===== src/rtl/uart_pkg.sv =====
// rtl/uart_pkg.sv - shared types and constants for the UART transmitter
package uart_pkg;

  localparam int DEFAULT_CLKS_PER_BIT = 10;
  localparam int DEFAULT_DATA_BITS    = 8;

  // Line levels: the stop bit level doubles as the idle (mark) level.
  localparam logic START_BIT = 1'b0;
  localparam logic STOP_BIT  = 1'b1;

  typedef enum logic [1:0] {
    IDLE  = 2'd0,
    START = 2'd1,
    DATA  = 2'd2,
    STOP  = 2'd3
  } tx_state_t;

endpackage


===== src/rtl/tx_timer.sv =====
// rtl/tx_timer.sv - rollover counter with clear and enable used for bit timing
module tx_timer #(
  parameter int MAX_COUNT = 9,
  parameter int WIDTH     = $clog2(MAX_COUNT + 1)
) (
  input  logic             clk,
  input  logic             n_rst,
  input  logic             clear,
  input  logic             enable,
  output logic [WIDTH-1:0] count,
  output logic             rollover
);

  logic at_max;

  assign at_max   = (count == WIDTH'(MAX_COUNT));
  assign rollover = enable && at_max;

  // Count up while enabled, wrap after MAX_COUNT; clear has priority.
  always_ff @(posedge clk or negedge n_rst) begin
    if (!n_rst) begin
      count <= '0;
    end else if (clear) begin
      count <= '0;
    end else if (enable) begin
      count <= at_max ? '0 : count + 1'b1;
    end
  end

endmodule


===== src/rtl/uart_tx.sv =====
// rtl/uart_tx.sv - UART transmitter with a one-entry holding buffer
module uart_tx
  import uart_pkg::*;
#(
  parameter int CLKS_PER_BIT = DEFAULT_CLKS_PER_BIT,
  parameter int DATA_BITS    = DEFAULT_DATA_BITS
) (
  input  logic                 clk,
  input  logic                 n_rst,
  input  logic                 write_en,
  input  logic [DATA_BITS-1:0] write_data,
  input  logic                 clear_error,
  output logic                 serial_out,
  output logic                 buffer_full,
  output logic                 tx_busy,
  output logic                 tx_done,
  output logic                 overrun_error
);

  localparam int CNT_W = $clog2(CLKS_PER_BIT);
  localparam int BIT_W = $clog2(DATA_BITS + 1);

  tx_state_t            state;
  tx_state_t            next_state;
  logic [DATA_BITS-1:0] shift_reg;
  logic [DATA_BITS-1:0] next_shift;
  logic [DATA_BITS-1:0] buffer_data;
  logic [BIT_W-1:0]     bit_cnt;
  logic [BIT_W-1:0]     next_bit_cnt;
  logic [CNT_W-1:0]     baud_count;
  logic                 bit_done;
  logic                 timer_clear;
  logic                 timer_enable;
  logic                 drain;
  logic                 accept;
  logic                 overrun_set;
  logic                 next_line;
  logic                 done_next;

  // The baud counter restarts on every state entry and only runs mid-frame.
  assign timer_clear  = (next_state != state);
  assign timer_enable = (state != IDLE);

  tx_timer #(
    .MAX_COUNT (CLKS_PER_BIT - 1),
    .WIDTH     (CNT_W)
  ) u_timer (
    .clk      (clk),
    .n_rst    (n_rst),
    .clear    (timer_clear),
    .enable   (timer_enable),
    .count    (baud_count),
    .rollover (bit_done)
  );

  // A write is taken when the buffer is empty or is being emptied this cycle.
  assign accept      = write_en && (!buffer_full || drain);
  assign overrun_set = write_en && buffer_full && !drain;

  // tx_done is registered, so raise it one cycle early to land on the last stop cycle.
  assign done_next = (state == STOP) && (baud_count == CNT_W'(CLKS_PER_BIT - 2));

  // Next-state, shift register and bit counter logic.
  always_comb begin
    next_state   = state;
    next_shift   = shift_reg;
    next_bit_cnt = bit_cnt;
    drain        = 1'b0;
    case (state)
      IDLE: begin
        if (buffer_full) begin
          drain      = 1'b1;
          next_shift = buffer_data;
          next_state = START;
        end
      end
      START: begin
        if (bit_done) begin
          next_bit_cnt = '0;
          next_state   = DATA;
        end
      end
      DATA: begin
        if (bit_done) begin
          next_shift   = shift_reg >> 1;
          next_bit_cnt = bit_cnt + 1'b1;
          if (bit_cnt == BIT_W'(DATA_BITS - 1)) begin
            next_state = STOP;
          end
        end
      end
      STOP: begin
        if (bit_done) begin
          if (buffer_full) begin
            drain      = 1'b1;
            next_shift = buffer_data;
            next_state = START;
          end else begin
            next_state = IDLE;
          end
        end
      end
      default: next_state = IDLE;
    endcase
  end

  // Line level for the upcoming cycle, so serial_out can be a plain register.
  always_comb begin
    next_line = STOP_BIT;
    case (next_state)
      IDLE:    next_line = STOP_BIT;
      START:   next_line = START_BIT;
      DATA:    next_line = next_shift[0];
      STOP:    next_line = STOP_BIT;
      default: next_line = STOP_BIT;
    endcase
  end

  // Frame state and registered line/status outputs.
  always_ff @(posedge clk or negedge n_rst) begin
    if (!n_rst) begin
      state      <= IDLE;
      shift_reg  <= '0;
      bit_cnt    <= '0;
      serial_out <= STOP_BIT;
      tx_busy    <= 1'b0;
      tx_done    <= 1'b0;
    end else begin
      state      <= next_state;
      shift_reg  <= next_shift;
      bit_cnt    <= next_bit_cnt;
      serial_out <= next_line;
      tx_busy    <= (next_state != IDLE);
      tx_done    <= done_next;
    end
  end

  // Holding buffer and sticky overrun flag; a new overrun beats clear_error.
  always_ff @(posedge clk or negedge n_rst) begin
    if (!n_rst) begin
      buffer_full   <= 1'b0;
      buffer_data   <= '0;
      overrun_error <= 1'b0;
    end else begin
      if (accept) begin
        buffer_full <= 1'b1;
        buffer_data <= write_data;
      end else if (drain) begin
        buffer_full <= 1'b0;
      end
      if (overrun_set) begin
        overrun_error <= 1'b1;
      end else if (clear_error) begin
        overrun_error <= 1'b0;
      end
    end
  end

endmodule

===== config.mk =====
export PLATFORM = sky130hd
export DESIGN_NAME = uart_tx
export DESIGN_NICKNAME = d
export VERILOG_FILES = /design/src/rtl/uart_pkg.sv /design/src/rtl/tx_timer.sv /design/src/rtl/uart_tx.sv
export SDC_FILE = /design/constraint.sdc
export NUM_CORES = 1
export LEC_CHECK = 0
export BUFFER_PORTS_ARGS = -buffer_cell sky130_fd_sc_hd__buf_2
export CAP_MARGIN = 20
export CORE_MARGIN = 5
export CORE_UTILIZATION = 52
export CTS_BUF_LIST = sky130_fd_sc_hd__clkbuf_8 sky130_fd_sc_hd__clkbuf_16
export DETAILED_ROUTE_END_ITERATION = 6
export PLACE_DENSITY = 0.73
export SLEW_MARGIN = 20
export SYNTH_ARGS = -nofsm -noshare
export SYNTH_HDL_FRONTEND = slang
export SYNTH_HIERARCHICAL = 1
export SYNTH_SLANG_ARGS = --single-unit

===== constraint.sdc =====
create_clock -name clk -period 2.32 [get_ports clk]
set_input_delay 0.232 -clock clk [delete_from_list [all_inputs] [get_ports clk]]
set_output_delay 0.232 -clock clk [all_outputs]
set_load 0.02 [all_outputs]

==> key figures <==
Outcome
  • Status: finished with violations
  • Failing checks: hold timing

Global route
  • Initial antenna violation count: 0
  • First-pass GRT wire length: 6140 um
  • Largest net degree at the start of global routing: 32
  • Total grt overflow: 0
  • Vias in the first global route: 1343
  • Gr usage total: 18.5%

Synth
  • Post-synth EDFFs: 0
  • Cells after Synth: 167
  • Register bit total from synthesis: 31
  • Ys Warns: 6
  • Netlist cell types: 42
  • Net Count, Synth: 190
  • Syn Area/Cell: 10.4 um^2
  • Sequential share of the synthesized area: 44.9%
  • Synthesized area: 0.00173 mm^2
  • Share of flip-flops with an asynchronous set or reset: 100%
  • Most used DFF post-synth: dfrtp_1

Placement
  • Dpl cell area: 0.00192 mm^2
  • I/O Buffers: 16
  • Detailed placer's ending HPWL: 2490 um
  • GP Congestion: 0.956

Setup path
  • R2R depth: 10
  • Worst EP arrival: 2.43 ns
  • Reg2reg setup slack: 0.10 ns
  • Worst-path cell chain: ha_1 > nand3b_1 > nor2_4 > buf_12 > a21boi_0 > o21ai_1 > buf_4 > nand2_1 > a221o_1 > a21oi_1
  • Worst setup path category: reg2reg
  • Critical Path Stages: 10
  • CP endpoint kind: flip-flop
  • CP Launch Point: u_timer/count[0]
  • Worst path top cell family by delay: compound AO/OA/AOI/OAI gates
  • Slowest CP cell: dfrtp_1
  • WP buf/inv: 2
  • Critical path peak fanout: 12
  • Reg2reg end: u_timer/count[3]
  • R2r startpoint: u_timer/count[0]
  • Worst Path Required: 2.53 ns
  • CP Launch Type: flip-flop
  • Slowest cell delay on critical path: 0.44 ns
  • Crit path to: u_timer/count[3]

Die
  • Ports: 17
  • Row count: 21
  • Die area: 0.00458 mm^2
  • Die X: 67.7 um
  • Starting Density: 52.7%
  • Die Y-Extent: 67.7 um
  • Core area: 0.00328 mm^2

STA
  • Minimum clock period: 2.22 ns
  • Fin crit share: 95.6%
  • Final setup violating endpoints: 0
  • Achievable Freq: 451 MHz
  • Clk_skew: 0.00777 ns
  • Final hold slack: -0.0141 ns
  • Max Slew Vio Count: 0
  • Final TNS setup: 0 ns
  • Final-report hold violation count: 25
  • Slew headroom: 53.9%
  • Worst-Margin Slew: 0.692 ns

Power and ir drop
  • Final Power: 0.00101 W
  • Max IR drop VDD: 400 uV
  • Clock power frac: 39.4%
  • Combinational share of power: 4.6%
  • LEAKAGE: 1.01 nW
  • Fraction of power consumed by sequential logic: 56.0%
  • PwrDens: 490 mW/mm^2
  • Net Sw Frac: 22.7%
  • Internal power: 0.000783 W
  • NetSw: 0.000230 W

Detailed routing
  • Detailed Route WL: 3610 um
  • DRC errors left: 0
  • Via Count: 1356
  • 1st-iter DRT viols: 44
  • Via/cell ratio: 5.51
  • DR pass1 iterations: 4
  • Detail Route Antenna Nets: 0
  • Wire length per cell: 14.7 um

Cells and area
  • Util after Layout: 63.0%
  • Share of layout cells above drive strength 1: 29.0%
  • Layout area overhead: 19.5%
  • Net count, final: 222
  • Post-layout instance area: 0.00207 mm^2
  • Ant diodes: 0

Clocking
  • Cts bufs inserted: 5
  • Clk_lat worst skew: 0.28 ns
  • Max Root-Sink Buffers: 2
  • Htree depth: 2
  • Clk slew on worst S/H paths: 0.07 ns
  • Clock Tree Root: clkbuf_8
  • CTS tree: built
  • Sink Count: 31

Run
  • Maxcap violations: 0

Min path
  • Worst Hold Class: in2async
==> cells in the mapped netlist, types with 2 or more instances <==
library cell / instances / area (um^2)
mux2_2: 9 / 101
and2_1: 3 / 18.8
mux2i_1: 6 / 60.1
a21boi_0: 2 / 15.0
buf_2: 2 / 10.0
ha_1: 11 / 138
nor2_1: 9 / 33.8
nand3_1: 4 / 20.0
dfrtp_1: 30 / 751
nand3b_1: 3 / 22.5
a22o_1: 9 / 78.8
nand2_1: 19 / 71.3
inv_1: 13 / 48.8
nor3_1: 2 / 10.0
a21oi_1: 4 / 20.0
a21oi_2: 2 / 17.5
o21ai_0: 14 / 70.1
==> worst reg2reg max path, cell delays in order, from the launching register on <==
cell and delay [ns]:
dfrtp_1 0.44, ha_1 0.26, nand3b_1 0.17, nor2_4 0.07, buf_12 0.14, a21boi_0 0.12, o21ai_1 0.20, buf_4 0.14
nand2_1 0.07, a221o_1 0.37, a21oi_1 0.16
==> per-layer routing <==
layer  global-route usage [%]  wire length, um
met5                        0                0
met4                     7.59               57
met3                     6.16              206
met2                     32.1             1850
met1                     20.6             1500
==> power by group through the flow <==
stage	logic (W)	clock network, W	registers, W
floorplan	0.0000219	0	0.000576
global placement	0.0000453	0	0.000576
detailed placement	0.0000483	0	0.000577
CTS	0.0000482	0.000413	0.000567
global route	0.0000543	0.000450	0.000568
finish	0.0000465	0.000399	0.000567
==> worst min-delay path by stage <==
stage | start | endpoint | cells past startpoint
after global placement | n_rst | bit_cnt[1] | 1
after CTS | n_rst | bit_cnt[1] | 1
after detailed placement | n_rst | bit_cnt[0] | 1
final | n_rst | bit_cnt[0] | 1
after global routing | n_rst | bit_cnt[1] | 1
after floorplan | n_rst | bit_cnt[0] | 0
==> cell usage in the layout, fill, tap and decap left out, types with 6 or more instances in the layout <==
cell,Yosys,final
a22o_1,9,9
buf_2,2,16
buf_4,1,13
dfrtp_1,30,30
ha_1,11,9
inv_1,13,15
mux2_2,9,9
mux2i_1,6,6
nand2_1,19,19
nor2_1,9,8
o21ai_0,14,14
==> per-stage QoR <==
stage | std cells | setup slack, ns
detailed placement | 233 | -0.0755
finish | 246 | 0.102
floorplan | 167 | 0.0306
global placement | 233 | 0.0428
CTS | 242 | 0.0178
global route | 246 | -0.0308
==> area by class of cell <==
type,count,area (um^2)
Clock inverter,3,12.5
Fill cell,286,1210
Sequential cell,31,777
Inverter,13,48.8
Timing Repair Buffer,30,198
Tap cell,46,57.6
Multi-Input combinational cell,118,907
Clock buffer,5,68.8
==> logic make-up (layout without fill, tap and decap cells) <==
group                    after synthesis  after routing  synth area share [%]
AND/OR/NAND/NOR                       48             48                  14.1
flip-flops                            31             31                  44.9
multiplexers                          16             16                  10.6
adder cells (fa/ha/maj)               11             11                  7.95
buffers and inverters                 18             51                  4.70
AO/OA/AOI/OAI                         43             43                  17.8
==> repair_timing <==
action / in CTS / in global routing
endpoints found under the setup margin: 1 / 1
resized for setup: 2 / 4
hold buffers: 0 / 0
gates cloned: 0 / 0
setup buffers: 1 / 4
pin swaps: 1 / 3
Power figures use the tool's default switching activity.
